**src/rtl/data_write_buffer_if.sv**
```systemverilog
// Cache-side and memory-side signal bundle of the posted write buffer.
// slave is the buffer's view; master is the cache/memory environment's view.
interface data_write_buffer_if #(
  parameter int unsigned ADDR_W = 6,
  parameter int unsigned DATA_W = 32
);
  logic              CACHE_READ;
  logic              CACHE_WRITE;
  logic [ADDR_W-1:0] CACHE_ADDRESS;
  logic [DATA_W-1:0] CACHE_WRITEDATA;
  logic [DATA_W-1:0] CACHE_READDATA;
  logic              CACHE_BUSYWAIT;
  logic              MEM_READ;
  logic              MEM_WRITE;
  logic [ADDR_W-1:0] MEM_ADDRESS;
  logic [DATA_W-1:0] MEM_WRITEDATA;
  logic [DATA_W-1:0] MEM_READDATA;
  logic              MEM_BUSYWAIT;

  modport slave (
    input  CACHE_READ, CACHE_WRITE, CACHE_ADDRESS, CACHE_WRITEDATA,
    output CACHE_READDATA, CACHE_BUSYWAIT,
    output MEM_READ, MEM_WRITE, MEM_ADDRESS, MEM_WRITEDATA,
    input  MEM_READDATA, MEM_BUSYWAIT
  );

  modport master (
    output CACHE_READ, CACHE_WRITE, CACHE_ADDRESS, CACHE_WRITEDATA,
    input  CACHE_READDATA, CACHE_BUSYWAIT,
    input  MEM_READ, MEM_WRITE, MEM_ADDRESS, MEM_WRITEDATA,
    output MEM_READDATA, MEM_BUSYWAIT
  );
endinterface

```
**src/rtl/data_write_buffer.sv**
```systemverilog
// Posted write buffer: absorbs cache write-backs into a small FIFO, drains them to memory
// in the background, serves read hits from the FIFO and forwards read misses ahead of drains.
module data_write_buffer #(
  parameter int unsigned DEPTH  = 4,
  parameter int unsigned ADDR_W = 6,
  parameter int unsigned DATA_W = 32
) (
  input logic                CLK,
  input logic                RESET,
  data_write_buffer_if.slave bus
);
  localparam int unsigned PtrW = $clog2(DEPTH);
  localparam int unsigned CntW = $clog2(DEPTH + 1);

  typedef enum logic [1:0] {StIdle, StDrain, StRd, StRdDone} state_e;

  state_e            state_q, state_d;
  logic [ADDR_W-1:0] addr_q [DEPTH];
  logic [DATA_W-1:0] data_q [DEPTH];
  logic [PtrW-1:0]   head_q, tail_q;
  logic [CntW-1:0]   count_q;
  logic [DATA_W-1:0] rd_data_q;
  logic              mem_read_q, mem_read_d, mem_write_q, mem_write_d;
  logic [ADDR_W-1:0] mem_addr_q, mem_addr_d;
  logic [DATA_W-1:0] mem_wdata_q, mem_wdata_d;

  logic            req_read, req_write, full, read_miss, head_locked;
  logic            hit, co_hit, push, pop, coalesce;
  logic [PtrW-1:0] hit_idx, co_idx;

  assign req_write = bus.CACHE_WRITE;
  assign req_read  = bus.CACHE_READ && !bus.CACHE_WRITE;
  assign full      = (count_q == CntW'(DEPTH));
  assign read_miss = req_read && !hit;
  // The head is frozen once its contents are (or are about to be) latched into the memory regs.
  assign head_locked = (state_q == StDrain) ||
                       (state_q == StIdle && !read_miss && count_q != '0);

  // Read hit: youngest valid match, head included.
  always_comb begin
    hit     = 1'b0;
    hit_idx = '0;
    for (int unsigned i = 0; i < DEPTH; i++) begin
      if (CntW'(i) < count_q && addr_q[head_q + PtrW'(i)] == bus.CACHE_ADDRESS) begin
        hit     = 1'b1;
        hit_idx = head_q + PtrW'(i);
      end
    end
  end

  // Coalesce target: valid match excluding a locked head.
  always_comb begin
    co_hit = 1'b0;
    co_idx = '0;
    for (int unsigned i = 0; i < DEPTH; i++) begin
      if (CntW'(i) < count_q && !(i == 0 && head_locked) &&
          addr_q[head_q + PtrW'(i)] == bus.CACHE_ADDRESS) begin
        co_hit = 1'b1;
        co_idx = head_q + PtrW'(i);
      end
    end
  end

  assign coalesce = req_write && co_hit;
  assign push     = req_write && !co_hit && !full;
  assign pop      = (state_q == StDrain) && !bus.MEM_BUSYWAIT;

  assign bus.CACHE_BUSYWAIT = (req_write && !co_hit && full) ||
                              (req_read && !hit && state_q != StRdDone);

  always_comb begin
    bus.CACHE_READDATA = '0;
    if (req_read && hit) begin
      bus.CACHE_READDATA = data_q[hit_idx];
    end else if (req_read && state_q == StRdDone) begin
      bus.CACHE_READDATA = rd_data_q;
    end
  end

  // Next-state logic; read misses win over draining.
  always_comb begin
    state_d = state_q;
    unique case (state_q)
      StIdle: begin
        if (read_miss) begin
          state_d = StRd;
        end else if (count_q != '0) begin
          state_d = StDrain;
        end
      end
      StDrain:  if (!bus.MEM_BUSYWAIT) state_d = StIdle;
      StRd:     if (!bus.MEM_BUSYWAIT) state_d = StRdDone;
      StRdDone: state_d = StIdle;
    endcase
  end

  // Registered memory-port outputs.
  always_comb begin
    mem_read_d  = mem_read_q;
    mem_write_d = mem_write_q;
    mem_addr_d  = mem_addr_q;
    mem_wdata_d = mem_wdata_q;
    unique case (state_q)
      StIdle: begin
        if (state_d == StRd) begin
          mem_read_d = 1'b1;
          mem_addr_d = bus.CACHE_ADDRESS;
        end else if (state_d == StDrain) begin
          mem_write_d = 1'b1;
          mem_addr_d  = addr_q[head_q];
          mem_wdata_d = data_q[head_q];
        end
      end
      StDrain:  if (state_d == StIdle) mem_write_d = 1'b0;
      StRd:     if (state_d == StRdDone) mem_read_d = 1'b0;
      default: ;
    endcase
  end

  always_ff @(posedge CLK or negedge RESET) begin
    if (!RESET) begin
      state_q     <= StIdle;
      mem_read_q  <= 1'b0;
      mem_write_q <= 1'b0;
      mem_addr_q  <= '0;
      mem_wdata_q <= '0;
      rd_data_q   <= '0;
    end else begin
      state_q     <= state_d;
      mem_read_q  <= mem_read_d;
      mem_write_q <= mem_write_d;
      mem_addr_q  <= mem_addr_d;
      mem_wdata_q <= mem_wdata_d;
      if (state_q == StRd && !bus.MEM_BUSYWAIT) begin
        rd_data_q <= bus.MEM_READDATA;
      end
    end
  end

  always_ff @(posedge CLK or negedge RESET) begin
    if (!RESET) begin
      head_q  <= '0;
      tail_q  <= '0;
      count_q <= '0;
    end else begin
      if (push) tail_q <= tail_q + PtrW'(1);
      if (pop)  head_q <= head_q + PtrW'(1);
      if (push && !pop) begin
        count_q <= count_q + CntW'(1);
      end else if (pop && !push) begin
        count_q <= count_q - CntW'(1);
      end
    end
  end

  // Entry storage needs no reset: validity comes from head/count.
  always_ff @(posedge CLK) begin
    if (push) begin
      addr_q[tail_q] <= bus.CACHE_ADDRESS;
      data_q[tail_q] <= bus.CACHE_WRITEDATA;
    end else if (coalesce) begin
      data_q[co_idx] <= bus.CACHE_WRITEDATA;
    end
  end

  assign bus.MEM_READ      = mem_read_q;
  assign bus.MEM_WRITE     = mem_write_q;
  assign bus.MEM_ADDRESS   = mem_addr_q;
  assign bus.MEM_WRITEDATA = mem_wdata_q;
endmodule

```
**src/flat_wrapper.sv**
```systemverilog
// flat-port wrapper written by rule: the top's interface ports become plain ports
module data_write_buffer_flat 
#(
  parameter int unsigned DEPTH  = 4,
  parameter int unsigned ADDR_W = 6,
  parameter int unsigned DATA_W = 32
)
  (CLK, RESET, bus_CACHE_READ, bus_CACHE_WRITE, bus_CACHE_ADDRESS, bus_CACHE_WRITEDATA, bus_CACHE_READDATA, bus_CACHE_BUSYWAIT, bus_MEM_READ, bus_MEM_WRITE, bus_MEM_ADDRESS, bus_MEM_WRITEDATA, bus_MEM_READDATA, bus_MEM_BUSYWAIT);
  data_write_buffer_if #(.ADDR_W(ADDR_W), .DATA_W(DATA_W)) bus_i ();
  input logic CLK;
  input logic RESET;
  input wire logic [$bits(bus_i.CACHE_READ)-1:0] bus_CACHE_READ;
  input wire logic [$bits(bus_i.CACHE_WRITE)-1:0] bus_CACHE_WRITE;
  input wire logic [$bits(bus_i.CACHE_ADDRESS)-1:0] bus_CACHE_ADDRESS;
  input wire logic [$bits(bus_i.CACHE_WRITEDATA)-1:0] bus_CACHE_WRITEDATA;
  output wire logic [$bits(bus_i.CACHE_READDATA)-1:0] bus_CACHE_READDATA;
  output wire logic [$bits(bus_i.CACHE_BUSYWAIT)-1:0] bus_CACHE_BUSYWAIT;
  output wire logic [$bits(bus_i.MEM_READ)-1:0] bus_MEM_READ;
  output wire logic [$bits(bus_i.MEM_WRITE)-1:0] bus_MEM_WRITE;
  output wire logic [$bits(bus_i.MEM_ADDRESS)-1:0] bus_MEM_ADDRESS;
  output wire logic [$bits(bus_i.MEM_WRITEDATA)-1:0] bus_MEM_WRITEDATA;
  input wire logic [$bits(bus_i.MEM_READDATA)-1:0] bus_MEM_READDATA;
  input wire logic [$bits(bus_i.MEM_BUSYWAIT)-1:0] bus_MEM_BUSYWAIT;
  assign bus_i.CACHE_READ = bus_CACHE_READ;
  assign bus_i.CACHE_WRITE = bus_CACHE_WRITE;
  assign bus_i.CACHE_ADDRESS = bus_CACHE_ADDRESS;
  assign bus_i.CACHE_WRITEDATA = bus_CACHE_WRITEDATA;
  assign bus_CACHE_READDATA = bus_i.CACHE_READDATA;
  assign bus_CACHE_BUSYWAIT = bus_i.CACHE_BUSYWAIT;
  assign bus_MEM_READ = bus_i.MEM_READ;
  assign bus_MEM_WRITE = bus_i.MEM_WRITE;
  assign bus_MEM_ADDRESS = bus_i.MEM_ADDRESS;
  assign bus_MEM_WRITEDATA = bus_i.MEM_WRITEDATA;
  assign bus_i.MEM_READDATA = bus_MEM_READDATA;
  assign bus_i.MEM_BUSYWAIT = bus_MEM_BUSYWAIT;
  data_write_buffer #(.DEPTH(DEPTH), .ADDR_W(ADDR_W), .DATA_W(DATA_W)) u_core (.CLK(CLK), .RESET(RESET), .bus(bus_i));
endmodule
```
**config.mk**
```make
export PLATFORM = sky130hd
export DESIGN_NAME = data_write_buffer_flat
export DESIGN_NICKNAME = d
export VERILOG_FILES = /design/src/rtl/data_write_buffer_if.sv /design/src/rtl/data_write_buffer.sv /design/src/flat_wrapper.sv
export SDC_FILE = /design/constraint.sdc
export NUM_CORES = 1
export LEC_CHECK = 0
export BUFFER_PORTS_ARGS = -buffer_cell sky130_fd_sc_hd__buf_2
export CORE_MARGIN = 5
export CORE_UTILIZATION = 54
export CTS_BUF_LIST = sky130_fd_sc_hd__clkbuf_4
export DETAILED_ROUTE_END_ITERATION = 12
export HOLD_SLACK_MARGIN = 0.12
export PLACE_DENSITY_LB_ADDON = 0.08
export SLEW_MARGIN = 25
export SYNTH_ARGS = -nofsm -noshare
export SYNTH_HDL_FRONTEND = slang
export SYNTH_SLANG_ARGS = --single-unit
```
**constraint.sdc**
```tcl
create_clock -name CLK -period 6.7 [get_ports CLK]
set_clock_uncertainty 0.2 [all_clocks]
set_input_delay 1.005 -clock CLK [delete_from_list [all_inputs] [get_ports CLK]]
set_output_delay 1.005 -clock CLK [all_outputs]
set_load 0.01 [all_outputs]
```
==> results.json <==
{
  "met2_usage": 0.360,
  "ys_seq_area_frac": 0.587,
  "nNetsFinal": 1108,
  "worst_setup_path_start_kind": "flop",
  "maxCapViolCount": 0,
  "grt_pass1_vias": 7853,
  "crit_required_ns": 5.49,
  "grt_max_degree": 66,
  "hpwlAfterDp_mm": 17.4,
  "cts.sinks": 233,
  "period_share": 0.903,
  "ys_types": 52,
  "power_frac_comb": 0.359,
  "switching_share": 0.348,
  "die_w_um": 154,
  "postCtsSetupBuffers": 0,
  "relSlewSlack": 0.349,
  "vias": 7583,
  "viasPerCell": 5.65,
  "gr-max-usage-layer": "met2",
  "dieHeight_um": 154,
  "h-tree-depth": 2,
  "cp-end-kind": "output pin",
  "worstHoldStart": "u_core.bus.MEM_WRITEDATA[16]",
  "pwr-share-seq": 0.415,
  "min_period_ns": 6.05,
  "finalNonFillerCells": 1341,
  "hold_path.class": "reg2reg",
  "grtUsageMet1": 0.317,
  "syn-instance-count": 850,
  "intPower_mw": 3.76,
  "placed_area_um2": 12200,
  "place_inst": 1225,
  "fillers": 1585,
  "ctsResizeCount": 0,
  "layout-drive-gt1-share": 0.368,
  "max_freq_mhz": 165,
  "setup_tns_ns": 0,
  "die-area_um2": 23800,
  "cts_tree": "done",
  "p_clk_frac": 0.226,
  "r2r_end": "u_core.data_q[3][1]",
  "antenna_found_initial": 5,
  "synth-edff-count": 152,
  "syn_area_per_cell_um2": 13.2,
  "regToRegSetupSlack_ns": 1.71,
  "crit_buf_inv": 4,
  "outcome": "finished, final reports clean",
  "min_to": "u_core.bus.MEM_WRITEDATA[16]",
  "slowest_stage": "dfrtp_4",
  "crit_arrival_ns": 4.85,
  "finalHoldViolCount": 0,
  "cp_max_fo": 28,
  "grt_use_met3": 0.0539,
  "slew_violations": 0,
  "ir_drop_mv": 0.233,
  "rsz0062_at_grt": "false",
  "ys_ff_latch": 233,
  "numPortBuffers": 147,
  "clock_latency_ns": 0.69,
  "synth_flop_cell": "edfxtp_1",
  "worstMarginPinSlew_ns": 0.976,
  "final_area_um2": 13100,
  "path_cells": "clkinv_1 -> mux2i_1 -> xnor2_1 -> nand2_1 -> or3_1 -> nand4_1 -> and3_1 -> inv_1 -> a21oi_4 -> buf_4 -> a221o_1 -> buf_2",
  "overflow": 0,
  "cts.reportedPaths.clkPinSlew_ns": 0.07,
  "core-area_um2": 20400,
  "final-seq-area_um2": 6600,
  "multi_input_area_um2": 4380,
  "io_pins": 148,
  "grt_pass1_wl_mm": 42.9,
  "rows": 52,
  "ant_nets": 0,
  "drt_pre_antenna_iters": 5,
  "start_util": 0.552,
  "critPathMaxStageDelay_ns": 0.82,
  "cts-root-buf": "clkbuf_4",
  "grt_use_total": 0.227,
  "numCtsBuffers": 60,
  "reg2reg_depth": 10,
  "min_path_cells": 1,
  "yosysWarningCount": 0,
  "ys_async_sr_fraction": 0.348,
  "post_drt_wl_per_cell_um": 20.2,
  "cts_buffer_depth": 3,
  "cpLargestDelayFamily": "buffers and inverters",
  "p_per_area_nw_per_um2": 440,
  "gp_routability_congestion": 0.862,
  "dp_slack_ns": 1.16,
  "syn-cell-area_um2": 11200,
  "post-route-drc-count": 0,
  "setup_viol": 0,
  "path_class": "reg2out",
  "dr.first_iter.drc_count": 520,
  "synthToLayoutAreaGrowth_pct": 16.9,
  "p_sw_mw": 2.01,
  "totalWireLength_mm": 27.0,
  "layout_setup_ws_ns": 0.647,
  "r2r_start": "u_core.head_q[0]",
  "p_leak_nw": 5.38,
  "syn_nets": 939
}
==> how the worst max path moves through the flow <==
stage                         start                endpoint  slack, ns  depth (start not counted)
2_1_floorplan  bus_CACHE_ADDRESS[3]     u_core.data_q[3][0]       0.54                         11
3_3_place_gp       u_core.head_q[1]  bus_CACHE_READDATA[14]       1.23                         12
3_5_place_dp       u_core.head_q[1]  bus_CACHE_READDATA[20]       1.16                         12
4_1_cts            u_core.head_q[1]  bus_CACHE_READDATA[20]       0.42                         12
5_1_grt            u_core.head_q[0]  bus_CACHE_READDATA[14]       0.23                         12
6_report           u_core.head_q[0]  bus_CACHE_READDATA[20]       0.65                         12
==> worst reg2reg max path, stage by stage (launching register included) <==
cell      delay, ns
dfrtp_4        0.82
clkinv_1       0.58
mux2i_1        0.33
xnor2_1        0.09
nand3_1        0.10
a21o_1         0.37
nand4_1        0.41
a21oi_1        0.54
nand2_1        0.18
a211oi_4       0.55
buf_4          0.47
==> metal layers <==
metal / part of all wire / up-vias / wire (um)
met5: 0.0016 / - / 42
met4: 0.016 / 8 / 433
met3: 0.080 / 47 / 2160
met2: 0.47 / 279 / 12700
met1: 0.43 / 3705 / 11700
li1: - / 3544 / -
==> flip-flops by register name (all words and copies together), names as in the netlist <==
signal                    count
u_core.tail_q                 2
u_core.bus.MEM_READ           1
u_core.addr_q                24
u_core.count_q                3
u_core.bus.MEM_WRITEDATA     32
u_core.rd_data_q             32
u_core.state_q                2
u_core.data_q               128
u_core.bus.MEM_WRITE          1
u_core.bus.MEM_ADDRESS        6
u_core.head_q                 2
==> cells in the mapped netlist (7+ instances only) <==
cell / instances / area, um2
buf_4: 7 / 52.6
buf_2: 12 / 60.1
nor3_1: 11 / 55.1
xor2_1: 8 / 70.1
inv_1: 16 / 60.1
clkbuf_1: 22 / 82.6
and3_1: 7 / 43.8
o21ai_0: 10 / 50.1
a21oi_1: 45 / 225
a221o_1: 32 / 320
mux2_2: 66 / 743
nand2_1: 180 / 676
edfxtp_1: 152 / 4560
nor2_1: 20 / 75.1
mux2i_1: 31 / 310
buf_1: 8 / 30.0
ha_1: 14 / 175
dfrtp_1: 81 / 2030
xnor2_1: 25 / 219
mux4_2: 39 / 878
==> logic make-up (layout without fill, tap and decap cells) <==
kind of cell,Yosys count,in the layout,synth area share
AO/OA/AOI/OAI,115,115,0.0740
XOR/XNOR,33,33,0.0257
adder cells (fa/ha/maj),14,14,0.0156
buffers and inverters,73,292,0.0315
flip-flops,233,233,0.587
multiplexers,137,137,0.174
other,0,2,0
AND/OR/NAND/NOR,245,245,0.0927
==> cell type report <==
type | count | area share
clock buffer | 106 | 0.0606
timing repair buffer | 162 | 0.0689
inverter | 18 | 0.00514
tap | 270 | 0.0257
sequential | 233 | 0.502
clock inverter | 6 | 0.00409
multi-input combinational | 544 | 0.333
antenna | 2 | 0.000381
==> power by group through the flow <==
stage                     Clock [mW]  Sequential (mW)  Combinational (mW)
after floorplan                    0             2.31                1.53
after global placement             0             2.47                1.97
after detailed placement           0             2.48                2.01
after CTS                       1.34             2.45                2.02
after global routing            1.44             2.46                2.26
final                           1.31             2.39                2.07
==> placed cells by master (no fill, tap or decap), drive strengths merged, types with 32 or more instances in the layout <==
master / count
nand2: 180
buf: 161
edfxtp: 152
clkbuf: 106
dfrtp: 81
mux2: 66
a21oi: 46
mux4: 39
a221o: 32
mux2i: 32
==> timing repair <==
item	CTS	global route
endpoints found under the setup margin	0	0
endpoints found under the hold margin	20	0
hold buffers	1	0
==> metrics by stage <==
stage	utilization	total power [mW]	hold slack, ns
after global routing	0.645	6.16	0.285
after floorplan	-	3.84	0.281
after CTS	0.643	5.81	0.274
after global placement	0.600	4.44	0.286
after detailed placement	0.601	4.49	0.290
final	0.645	5.78	0.301
Power figures use the tool's default switching activity.
